File: config.mk
export PLATFORM = sky130hd
export DESIGN_NAME = xy_mult_requester
export DESIGN_NICKNAME = d
export VERILOG_FILES = /design/src/rtl/xy_mult_requester.sv
export SDC_FILE = /design/constraint.sdc
export NUM_CORES = 1
export LEC_CHECK = 0
export CORE_UTILIZATION = 49
export DETAILED_ROUTE_END_ITERATION = 10
export PLACE_DENSITY = 0.8
export SYNTH_ARGS = -nofsm -noshare
export SYNTH_HDL_FRONTEND = slang
export SYNTH_SLANG_ARGS = --single-unit
File: constraint.sdc
create_clock -name CLK -period 2.55 [get_ports CLK]
set_clock_uncertainty 0.1 [all_clocks]
set_input_delay 0.3825 -clock CLK [delete_from_list [all_inputs] [get_ports CLK]]
set_output_delay 0.3825 -clock CLK [all_outputs]
set_load 0.05 [all_outputs]
File: src/rtl/xy_mult_requester.sv
// xy_mult_requester
//   Bus-master sequencer for the memory-mapped xy multiplier slave.
//   It takes an operand pair over a valid/ready request port and writes X to
//   slave address 0 and Y to address 1. It then reads the product from
//   address 2 and returns it over a valid/ready result port.
//   An optional operand cache skips a write when the slave register already
//   holds the requested value.
// Ports
//   CLK, RST             clock (posedge) and synchronous active-high reset
//   REQ_VALID/READY      request handshake; REQ_X/REQ_Y are the operands
//   RES_VALID/READY      result handshake; RESULT is the captured product
//   BUS_E/W/R/ADDR/D     registered slave bus outputs
//   BUS_OUT              slave read data
module xy_mult_requester #(
  parameter int DATA_W    = 16,
  parameter int RES_W     = 32,
  parameter int READ_LAT  = 1,
  parameter int CACHE_OPS = 1
) (
  input  logic              CLK,
  input  logic              RST,
  input  logic              REQ_VALID,
  output logic              REQ_READY,
  input  logic [DATA_W-1:0] REQ_X,
  input  logic [DATA_W-1:0] REQ_Y,
  output logic              RES_VALID,
  input  logic              RES_READY,
  output logic [RES_W-1:0]  RESULT,
  output logic              BUS_E,
  output logic              BUS_W,
  output logic              BUS_R,
  output logic [1:0]        BUS_ADDR,
  output logic [DATA_W-1:0] BUS_D,
  input  logic [RES_W-1:0]  BUS_OUT
);

  localparam int CNT_W = (READ_LAT < 1) ? 1 : $clog2(READ_LAT + 1);
  localparam logic [CNT_W-1:0] CNT_LOAD = CNT_W'(READ_LAT);
  localparam logic [CNT_W-1:0] CNT_ONE  = CNT_W'(1'b1);
  localparam logic [CNT_W-1:0] CNT_ZERO = CNT_W'(1'b0);
  localparam logic CACHE_EN = (CACHE_OPS != 32'sd0);

  typedef enum logic [2:0] {
    ST_IDLE = 3'd0,
    ST_WR_X = 3'd1,
    ST_WR_Y = 3'd2,
    ST_RD   = 3'd3,
    ST_WAIT = 3'd4
  } state_t;

  state_t              state_r, state_s;
  logic [DATA_W-1:0]   y_r, y_s;
  logic [DATA_W-1:0]   cache_x_r, cache_x_s, cache_y_r, cache_y_s;
  logic                cache_xv_r, cache_xv_s, cache_yv_r, cache_yv_s;
  logic [CNT_W-1:0]    cnt_r, cnt_s, cnt_dec_s;
  logic                res_valid_r, res_valid_s;
  logic [RES_W-1:0]    result_r, result_s;
  logic                req_ready_r, req_ready_s;
  logic                bus_e_r, bus_e_s, bus_w_r, bus_w_s, bus_r_r, bus_r_s;
  logic [1:0]          bus_addr_r, bus_addr_s;
  logic [DATA_W-1:0]   bus_d_r, bus_d_s;
  logic                x_hit_req_s, y_hit_req_s, y_hit_lat_s;

  // Cache hit detection: against the incoming request and the latched Y.
  always_comb begin
    x_hit_req_s = CACHE_EN && cache_xv_r && (REQ_X == cache_x_r);
    y_hit_req_s = CACHE_EN && cache_yv_r && (REQ_Y == cache_y_r);
    y_hit_lat_s = CACHE_EN && cache_yv_r && (y_r == cache_y_r);
    cnt_dec_s   = cnt_r - CNT_ONE;
  end

  // Next-state and next-output logic for the bus sequencer.
  always_comb begin
    state_s     = state_r;
    y_s         = y_r;
    cache_x_s   = cache_x_r;
    cache_y_s   = cache_y_r;
    cache_xv_s  = cache_xv_r;
    cache_yv_s  = cache_yv_r;
    cnt_s       = cnt_r;
    res_valid_s = res_valid_r;
    result_s    = result_r;
    bus_e_s     = bus_e_r;
    bus_w_s     = bus_w_r;
    bus_r_s     = bus_r_r;
    bus_addr_s  = bus_addr_r;
    bus_d_s     = bus_d_r;

    // Result is only ever pending in IDLE, so the handshake is state-independent.
    if (res_valid_r && RES_READY) begin
      res_valid_s = 1'b0;
    end else begin
      res_valid_s = res_valid_r;
    end

    case (state_r)
      ST_IDLE: begin
        if (REQ_VALID && req_ready_r) begin
          bus_e_s = 1'b1;
          y_s     = REQ_Y;
          if (!x_hit_req_s) begin
            state_s    = ST_WR_X;
            bus_addr_s = 2'd0;
            bus_d_s    = REQ_X;
            bus_w_s    = 1'b1;
            bus_r_s    = 1'b0;
          end else if (!y_hit_req_s) begin
            state_s    = ST_WR_Y;
            bus_addr_s = 2'd1;
            bus_d_s    = REQ_Y;
            bus_w_s    = 1'b1;
            bus_r_s    = 1'b0;
          end else begin
            state_s    = ST_RD;
            bus_addr_s = 2'd2;
            bus_w_s    = 1'b0;
            bus_r_s    = 1'b1;
          end
        end else begin
          state_s = ST_IDLE;
        end
      end
      ST_WR_X: begin
        // The slave samples the X write on this edge, so the cache follows it.
        cache_x_s  = bus_d_r;
        cache_xv_s = CACHE_EN;
        if (y_hit_lat_s) begin
          state_s    = ST_RD;
          bus_addr_s = 2'd2;
          bus_w_s    = 1'b0;
          bus_r_s    = 1'b1;
        end else begin
          state_s    = ST_WR_Y;
          bus_addr_s = 2'd1;
          bus_d_s    = y_r;
          bus_w_s    = 1'b1;
          bus_r_s    = 1'b0;
        end
      end
      ST_WR_Y: begin
        cache_y_s  = bus_d_r;
        cache_yv_s = CACHE_EN;
        state_s    = ST_RD;
        bus_addr_s = 2'd2;
        bus_w_s    = 1'b0;
        bus_r_s    = 1'b1;
      end
      ST_RD: begin
        state_s = ST_WAIT;
        bus_w_s = 1'b0;
        bus_r_s = 1'b0;
        cnt_s   = CNT_LOAD;
      end
      ST_WAIT: begin
        // Capture lands READ_LAT edges after the slave sampled the read strobe.
        if (cnt_dec_s == CNT_ZERO) begin
          result_s    = BUS_OUT;
          res_valid_s = 1'b1;
          state_s     = ST_IDLE;
          cnt_s       = CNT_ZERO;
        end else begin
          cnt_s = cnt_dec_s;
        end
      end
      default: begin
        state_s = ST_IDLE;
        bus_w_s = 1'b0;
        bus_r_s = 1'b0;
      end
    endcase

    req_ready_s = (state_s == ST_IDLE) && !res_valid_s;
  end

  // State and output registers with synchronous reset.
  always_ff @(posedge CLK) begin
    if (RST) begin
      state_r     <= ST_IDLE;
      y_r         <= {DATA_W{1'b0}};
      cache_x_r   <= {DATA_W{1'b0}};
      cache_y_r   <= {DATA_W{1'b0}};
      cache_xv_r  <= 1'b0;
      cache_yv_r  <= 1'b0;
      cnt_r       <= CNT_ZERO;
      res_valid_r <= 1'b0;
      result_r    <= {RES_W{1'b0}};
      req_ready_r <= 1'b0;
      bus_e_r     <= 1'b0;
      bus_w_r     <= 1'b0;
      bus_r_r     <= 1'b0;
      bus_addr_r  <= 2'd0;
      bus_d_r     <= {DATA_W{1'b0}};
    end else begin
      state_r     <= state_s;
      y_r         <= y_s;
      cache_x_r   <= cache_x_s;
      cache_y_r   <= cache_y_s;
      cache_xv_r  <= cache_xv_s;
      cache_yv_r  <= cache_yv_s;
      cnt_r       <= cnt_s;
      res_valid_r <= res_valid_s;
      result_r    <= result_s;
      req_ready_r <= req_ready_s;
      bus_e_r     <= bus_e_s;
      bus_w_r     <= bus_w_s;
      bus_r_r     <= bus_r_s;
      bus_addr_r  <= bus_addr_s;
      bus_d_r     <= bus_d_s;
    end
  end

  assign REQ_READY = req_ready_r;
  assign RES_VALID = res_valid_r;
  assign RESULT    = result_r;
  assign BUS_E     = bus_e_r;
  assign BUS_W     = bus_w_r;
  assign BUS_R     = bus_r_r;
  assign BUS_ADDR  = bus_addr_r;
  assign BUS_D     = bus_d_r;

endmodule
Word-level counts from Yosys, hierarchy flattened
Index checks and enable logic that the tools add are counted.
- word-level logic and storage cells: 76
- register bits after elaboration: 109
- bits of input ports: 68
- reduce and logical (&&, ||, !) cells: 17
- multiplexer cells: 31
- add/subtract/negate cells: 1
- eq/ne operators: 10
- bitwise gates (word level): 2
- operators by type and width (cell ; count):
    $mux W16 ; 4
    $eq A16 B16 Y1 ; 3
    $pmux W16 S2 ; 1
    $pmux W3 S5 ; 1
    $mux W1 ; 14
    $mux W2 ; 5
    $reduce_and A2 Y1 ; 4
    $eq A3 B2 Y1 const B ; 2
    $logic_and A1 B1 Y1 ; 6
    $logic_not A3 Y1 ; 2
    $mux W3 ; 2
    $pmux W2 S3 ; 1
    $ne A2 B2 Y1 const B ; 2
    $pmux W1 S4 ; 1
    $reduce_and A4 Y1 ; 1
    $reduce_bool A2 Y1 ; 2
    $eq A3 B1 Y1 const B ; 1
    $eq A3 B3 Y1 const B ; 1
    $ne A3 B3 Y1 const B ; 1
    $pmux W1 S3 ; 1
    $reduce_bool A3 Y1 ; 1
    $not A1 Y1 ; 2
    $pmux W1 S2 ; 1
    $logic_not A1 Y1 ; 1
    $sub A1 B1 Y1 const B ; 1

Depth between registers and ports, before layout
Gate-level depths: netlist of run 1.
- word-level depth: 8
- mapped depth: 9

Worst setup path after synthesis of run 1
OpenSTA, ideal clock, no wires.
- kind: input port to flip-flop
- start: input port REQ_X[12]
- end: register bus_d_r[13] (netlist: BUS_D[13])
- stages on the path: 9
- arrival time: 2056 ps
- setup slack: 324 ps
- data required time: 2380 ps
- path buffers: 2
- path through: xnor2_1 > nand4_1 > or4b_1 > nor3_2 > buf_6 > buf_12 > mux2i_1 > a211o_1 > a21oi_1
- cells in the longest elaborated chain, start to end: 5
- ends and longest elaborated chain (what ; RTL line ; text):
    start, declared ; 24 ; input logic [DATA_W-1:0] REQ_X,
    $eq A16 B16 Y1 (*) ; 66 ; x_hit_req_s = CACHE_EN && cache_xv_r && (REQ_X == cache_x_r);
    $logic_and A1 B1 Y1 (*) ; 66 ;
    $mux W16 ; 101 ; if (!x_hit_req_s) begin
    $mux W16 ; 98 ; if (REQ_VALID && req_ready_r) begin
    $pmux W16 S2 ; 96 ; case (state_r)
    end signal, assigned ; 192 ; bus_d_r <= {DATA_W{1'b0}};
    end signal, assigned ; 208 ; bus_d_r <= bus_d_s;
    end, declared ; 61 ; logic [DATA_W-1:0] bus_d_r, bus_d_s;
Every way passes the cells marked *; elsewhere a longest branch is shown, timed or not. The select of a mux whose other input is x is not followed.
A chain may end at the register's enable or synchronous reset.

Worst setup path in the final report of run 1
- start: input port REQ_X[14]
- end: register bus_d_r[8] (netlist: BUS_D[8])
The elaborated chain is that of the path after synthesis.

==> impl_metrics.csv, run 1 <==
group,metric,value,unit
outcome,status,"complete, but fails checks",
outcome,violations,"negative setup slack",
grt,grt-ovfl-total,0,
grt,antenna_found_initial,0,
synthesis,synth_edf_count,0,
power_and_ir_drop,p_leak,0.00223,uW
drt,ant_nets,0,
synthesis,avgSynthCellArea,7.90,sq um
finish,fillCellCount,740,
clock_tree,clock_latency,0.38,ns
sta,setup_slack,-0.00103,ns
synthesis,seq_area_frac_synth,0.458,
worst_setup_path,required,2.76,ns
worst_setup_path,slowest_delay,0.57,ns
die,die_y,101,um
worst_setup_path,cp.arrival,2.76,ns
sta,max_freq,0.392,GHz
placed_design,io_buffers,122,
drt,wl_per_cell,15.7,um
sta,timing.final.crit_share,1.00,
worst_setup_path,critPathKind,"input port to flip-flop",
synthesis,ys_ff_latch,109,
clock_tree,cts.sinks,109,
grt,grt_max_degree,49,
synthesis,synth_fp_nets,671,
drt,route.detailed.drc,0,
power_and_ir_drop,vdd_ir_drop_max,0.000348,V
power_and_ir_drop,p_sw,1350,uW
power_and_ir_drop,p_sw_frac,0.319,
sta,hold_viol,0,
die,die_width,101,um
clock_tree,numCtsBuffers,9,
finish,regArea,2180,sq um
clock_tree,clk_pin_slew_worst_paths,0.10,ns
worst_setup_path,worstSetupEndpointType,"flip-flop",
clock_tree,clock_path_buffers,2,
drt,drtIter0Drc,286,
synthesis,synth_area,4770,sq um
drt,drt_first_pass_iters,7,
grt,grt_pass1_wl,21300,um
power_and_ir_drop,power.density,650,nW/um^2
placed_design,place.gp.congestion,0.897,
worst_hold_path,min_path_type,"input port to flip-flop",
placed_design,placed_cells,839,
job,maxCapViolations,0,
grt,grt_usage,0.271,
power_and_ir_drop,seq_power_share,0.449,
worst_setup_path,path_cells,"clkdlybuf4s50_1 > xnor2_1 > nand2_1 > or4b_4 > nor3_4 > buf_4 > mux2i_1 > a211o_1 > a21oi_1",
clock_tree,cts.repair.resized,0,
finish,layout_common_cells,"187 x nand2_1, 116 x clkdlybuf4s50_1, 109 x dfxtp_1",
synthesis,synth_ff_type,"dfxtp_1",
die,core.rowCount,35,
power_and_ir_drop,intPower,2880,uW
sta,tightest_slew,0.843,ns
sta,drv_slew,0,
synthesis,synthCells,603,
drt,vias_per_cell,5.39,
sta,tns,-0.00103,ns
worst_setup_path,crit_fanout,8,
clock_tree,ctsHoldBuffers,0,
finish,fin_nets,789,
grt,grt_pass1_vias,4421,
drt,wirelength,13400,um
sta,finalCriticalPeriod,2.55,ns
finish,fin_cells,855,
die,core_area,9330,sq um
clock_tree,post_cts_buffers,0,
synthesis,async_flop_share,0,
synthesis,yosysWarnings,0,
clock_tree,cts_tree,"yes",
sta,max_slew_margin,0.438,
finish,multi_input_area,2460,sq um
power_and_ir_drop,comb_power_share,0.243,
worst_setup_path,cp-start-kind,"input port",
sta,setup_viol,1,
power_and_ir_drop,pwr-share-clk,0.308,
finish,syn2layout_area_growth,36.6,%
finish,drive_gt1_frac,0.0771,
worst_setup_path,critical_path.slowest_cell,"or4b_4",
die,dieArea,10100,sq um
clock_tree,cts_max_level,3,
finish,final_common_cell,"nand2_1",
die,start_util,0.511,
die,ios,123,
finish,diodes,0,
synthesis,ys_types,31,
clock_tree,cts_root_buffer,"clkbuf_8",
placed_design,hpwl,9180,um
drt,num_vias,4609,
-- metal layers --
layer  GRT usage  wire, um
met3      0.0832      1160
met5           0         0
met4       0.106       371
met2       0.451      6440
met1       0.327      5460
-- metrics by stage --
stage	setup slack, ns	hold WS [ns]	cell area, sq um	util	total power (uW)
5_1_grt	-0.0570	0.341	6510	0.698	4400
2_1_floorplan	0.324	0.349	4770	-	2520
3_5_place_dp	-0.361	0.349	6180	0.662	2930
6_report	-0.00103	0.324	6510	0.698	4230
4_1_cts	0.0471	0.323	6430	0.689	4210
3_3_place_gp	-0.264	0.341	6180	0.662	2910
-- worst paths after layout --
kind / from / to / slack, ns / depth (start not counted)
min: RST / BUS_E$_SDFFE_PP0P_ / 0.32 / 2
max: REQ_X[14] / BUS_D[8]$_SDFFE_PP0P_ / -0.001 / 9
max reg2reg: cache_x_r[5]$_SDFFE_PP0P_ / BUS_D[8]$_SDFFE_PP0P_ / 0.05 / 8
min reg2reg: RESULT[14]$_SDFFE_PP0P_ / RESULT[14]$_SDFFE_PP0P_ / 0.36 / 2
-- critical path: cells and delay by family --
kind                   cells  cell delay [ns]
buffers and inverters      2             0.68
XOR/XNOR                   1             0.23
AND/OR/NAND/NOR            3             0.93
AO/OA/AOI/OAI              2             0.44
multiplexers               1             0.10
-- cells by family (layout without fill, tap and decap cells) --
| family | after synthesis | after routing | share of synthesized area |
|---|---|---|---|
| DFF | 109 | 109 | 0.458 |
| buffers and inverters | 42 | 165 | 0.0415 |
| muxes | 16 | 16 | 0.0336 |
| xor gates and xnor gates | 49 | 49 | 0.0900 |
| and+or+nand+nor | 258 | 258 | 0.228 |
| AOI/OAI and AO/OA | 129 | 129 | 0.149 |
-- cells in the mapped netlist (2+ instances only) --
| library cell | n | area share |
|---|---|---|
| nand2_1 | 187 | 0.15 |
| nor2_1 | 31 | 0.024 |
| a211o_1 | 16 | 0.029 |
| clkbuf_1 | 35 | 0.028 |
| nor4_1 | 3 | 0.0039 |
| inv_1 | 2 | 0.0016 |
| o21ai_0 | 3 | 0.0031 |
| nor2b_1 | 2 | 0.0026 |
| nand3_1 | 4 | 0.0042 |
| a21oi_1 | 105 | 0.11 |
| mux2i_1 | 16 | 0.034 |
| buf_6 | 3 | 0.0071 |
| dfxtp_1 | 109 | 0.46 |
| nor3_1 | 2 | 0.0021 |
| xnor2_1 | 49 | 0.090 |
| nand2b_1 | 7 | 0.0092 |
| or3_1 | 2 | 0.0026 |
| nand4_1 | 12 | 0.016 |
| a31oi_1 | 3 | 0.0039 |
-- power groups by stage --
stage / Clock, uW / Sequential, uW / Combinational (uW)
after floorplan: 0 / 2100 / 423
after global placement: 0 / 1930 / 980
after detailed placement: 0 / 1930 / 996
after CTS: 1320 / 1890 / 1000
after global routing: 1390 / 1910 / 1100
final: 1300 / 1900 / 1030
-- flip-flops by register name (all words and copies together) (netlist names), 2 cells and up --
| register | flops |
|---|---|
| RESULT | 32 |
| BUS_D | 16 |
| cache_x_r | 16 |
| cache_y_r | 16 |
| y_r | 16 |
| state_r | 3 |
| BUS_ADDR | 2 |
-- layout make-up --
type | count | area share
multi-input combinational | 452 | 0.378
sequential | 109 | 0.335
timing repair buffer | 147 | 0.222
tap | 129 | 0.0248
clock inverter | 7 | 0.0198
clock buffer | 9 | 0.0190
inverter | 2 | 0.00115
(Power assumes the default switching activity.)
==> inputs of run 2 (changes only) <==
Settings changed: PLACE_DENSITY 0.8 to 0.82.
==> run 2 against run 1 <==
Against the previous run: the run now ends clean; largest cell class unchanged; critical path type unchanged; largest power group unchanged; clock-buffer cell count is the same; critical endpoint is now BUS_D[4]$_SDFFE_PP0P_; non-clock buffer count rose by 1; global-route usage is 0.68 points higher; die area unchanged.
==> impl_metrics.csv, run 2 (synthesis gave the netlist of run 1 again) <==
group,metric,value,unit
outcome,status,"complete, no violations",
power_and_ir_drop,vdd_ir_drop_max,0.000347,V
finish,final_common_cell,"nand2_1",
drt,drt_first_pass_iters,6,
power_and_ir_drop,p_leak,0.00224,uW
placed_design,io_buffers,122,
finish,drive_gt1_frac,0.0812,
finish,layout_common_cells,"187 x nand2_1, 113 x clkdlybuf4s50_1, 109 x dfxtp_1",
worst_setup_path,worstSetupEndpointType,"flip-flop",
finish,fillCellCount,754,
finish,regArea,2180,sq um
clock_tree,cts_root_buffer,"clkbuf_8",
worst_hold_path,hp-start,"RST",
clock_tree,clock_latency,0.38,ns
sta,max_slew_margin,0.429,
drt,num_vias,4591,
power_and_ir_drop,p_sw_frac,0.334,
job,maxCapViolations,0,
clock_tree,cts.sinks,109,
die,die_y,101,um
sta,max_freq,0.401,GHz
finish,syn2layout_area_growth,36.3,%
clock_tree,clock_path_buffers,2,
sta,timing.final.crit_share,0.978,
drt,wl_per_cell,16.0,um
die,ios,123,
die,core.rowCount,35,
placed_design,place_ws,-0.398,ns
drt,wirelength,13700,um
clock_tree,clk_pin_slew_worst_paths,0.10,ns
clock_tree,ctsHoldBuffers,0,
grt,grt_max_degree,62,
grt,antenna_found_initial,0,
finish,diodes,0,
die,die_width,101,um
grt,grt_usage,0.277,
finish,multi_input_area,2480,sq um
placed_design,hpwl,9440,um
sta,tightest_slew,0.856,ns
grt,grt_pass1_vias,4583,
sta,drv_slew,0,
grt,grt_pass1_wl,21900,um
sta,setup_viol,0,
worst_setup_path,startpoint,"REQ_X[1]",
worst_hold_path,min_path_type,"input port to flip-flop",
die,start_util,0.511,
worst_setup_path,cp-start-kind,"input port",
clock_tree,numCtsBuffers,9,
finish,fin_nets,790,
clock_tree,cts_tree,"yes",
power_and_ir_drop,comb_power_share,0.254,
worst_setup_path,r2r-start,"cache_y_r[5]$_SDFFE_PP0N_",
sta,setup_slack,0.0558,ns
worst_setup_path,cp.arrival,2.70,ns
power_and_ir_drop,p_sw,1350,uW
worst_setup_path,required,2.76,ns
grt,grt-ovfl-total,0,
die,core_area,9330,sq um
power_and_ir_drop,pwr-share-clk,0.273,
worst_setup_path,critPathKind,"input port to flip-flop",
sta,finalCriticalPeriod,2.49,ns
finish,largest_reg_flops,32,
clock_tree,cts_max_level,3,
drt,ant_nets,0,
drt,drtIter0Drc,278,
drt,vias_per_cell,5.36,
worst_setup_path,crit_fanout,8,
sta,hold_viol,0,
sta,tns,0,ns
power_and_ir_drop,power.density,620,nW/um^2
die,dieArea,10100,sq um
power_and_ir_drop,intPower,2680,uW
drt,route.detailed.drc,0,
power_and_ir_drop,seq_power_share,0.472,
placed_design,place.gp.congestion,0.911,
-- run 2: changes by cell type in the layout (fill, tap and decap cells not counted), sizes merged --
cell | before | now
bufinv | 3 | 1
dlymetal6s2s | 5 | 7
buf | 26 | 27
clkinv | 0 | 2
dlygate4sd2 | 0 | 1
clkdlybuf4s50 | 116 | 113
-- run 2: metrics by stage --
stage           util  hold slack [ns]  area, sq um  total power (uW)  instances
6_report       0.696            0.168         6490              4020        856
5_1_grt        0.696            0.165         6490              4180        856
4_1_cts        0.688            0.160         6410              4010        853
3_5_place_dp   0.660            0.348         6160              2930        837
3_3_place_gp   0.660            0.341         6160              2910        837
2_1_floorplan      -            0.349         4770              2520        603
-- run 2: routing by layer --
layer  share of wire  vias to the layer above  track usage
li1                -                     2236            -
met1            0.41                     2147        0.332
met2            0.49                      184        0.477
met3           0.080                       24       0.0818
met4           0.022                        0       0.0914
met5               0                        -            0
-- run 2: power by group through the flow --
stage / clock network [uW] / registers [uW] / logic [uW]
after floorplan: 0 / 2100 / 423
after global placement: 0 / 1930 / 978
after detailed placement: 0 / 1930 / 993
after CTS: 1110 / 1900 / 1000
after global routing: 1180 / 1910 / 1090
final: 1100 / 1900 / 1020
-- run 2: what timing repair did --
action / 4_1_cts / 5_1_grt
buffers inserted: 0 / 3
resized for setup: 9 / 13
pin swaps: 1 / 5
setup endpoints to repair: 16 / 17
-- run 2: layout make-up --
class,count,share of cell area
Clock inverter,7,0.0125
Inverter,2,0.00116
Tap cell,129,0.0249
Sequential cell,109,0.336
Clock buffer,9,0.0191
Timing Repair Buffer,148,0.225
Multi-Input combinational cell,452,0.382
-- run 2: worst max-delay path, stage by stage --
cell	delay [ns]
clkdlybuf4s50_1	0.46
xnor2_2	0.23
nand4_1	0.13
or4b_4	0.52
nor3_4	0.22
buf_6	0.22
mux2i_1	0.10
a211o_1	0.31
a21oi_1	0.13
-- run 2: final timing paths --
check	end	cells after the start	slack (ns)
setup / recovery	BUS_D[4]$_SDFFE_PP0P_	9	0.06
hold reg to reg	RESULT[5]$_SDFFE_PP0P_	2	0.36
setup reg to reg	BUS_D[4]$_SDFFE_PP0P_	8	0.14
hold / removal	RESULT[21]$_SDFFE_PP0P_	2	0.17
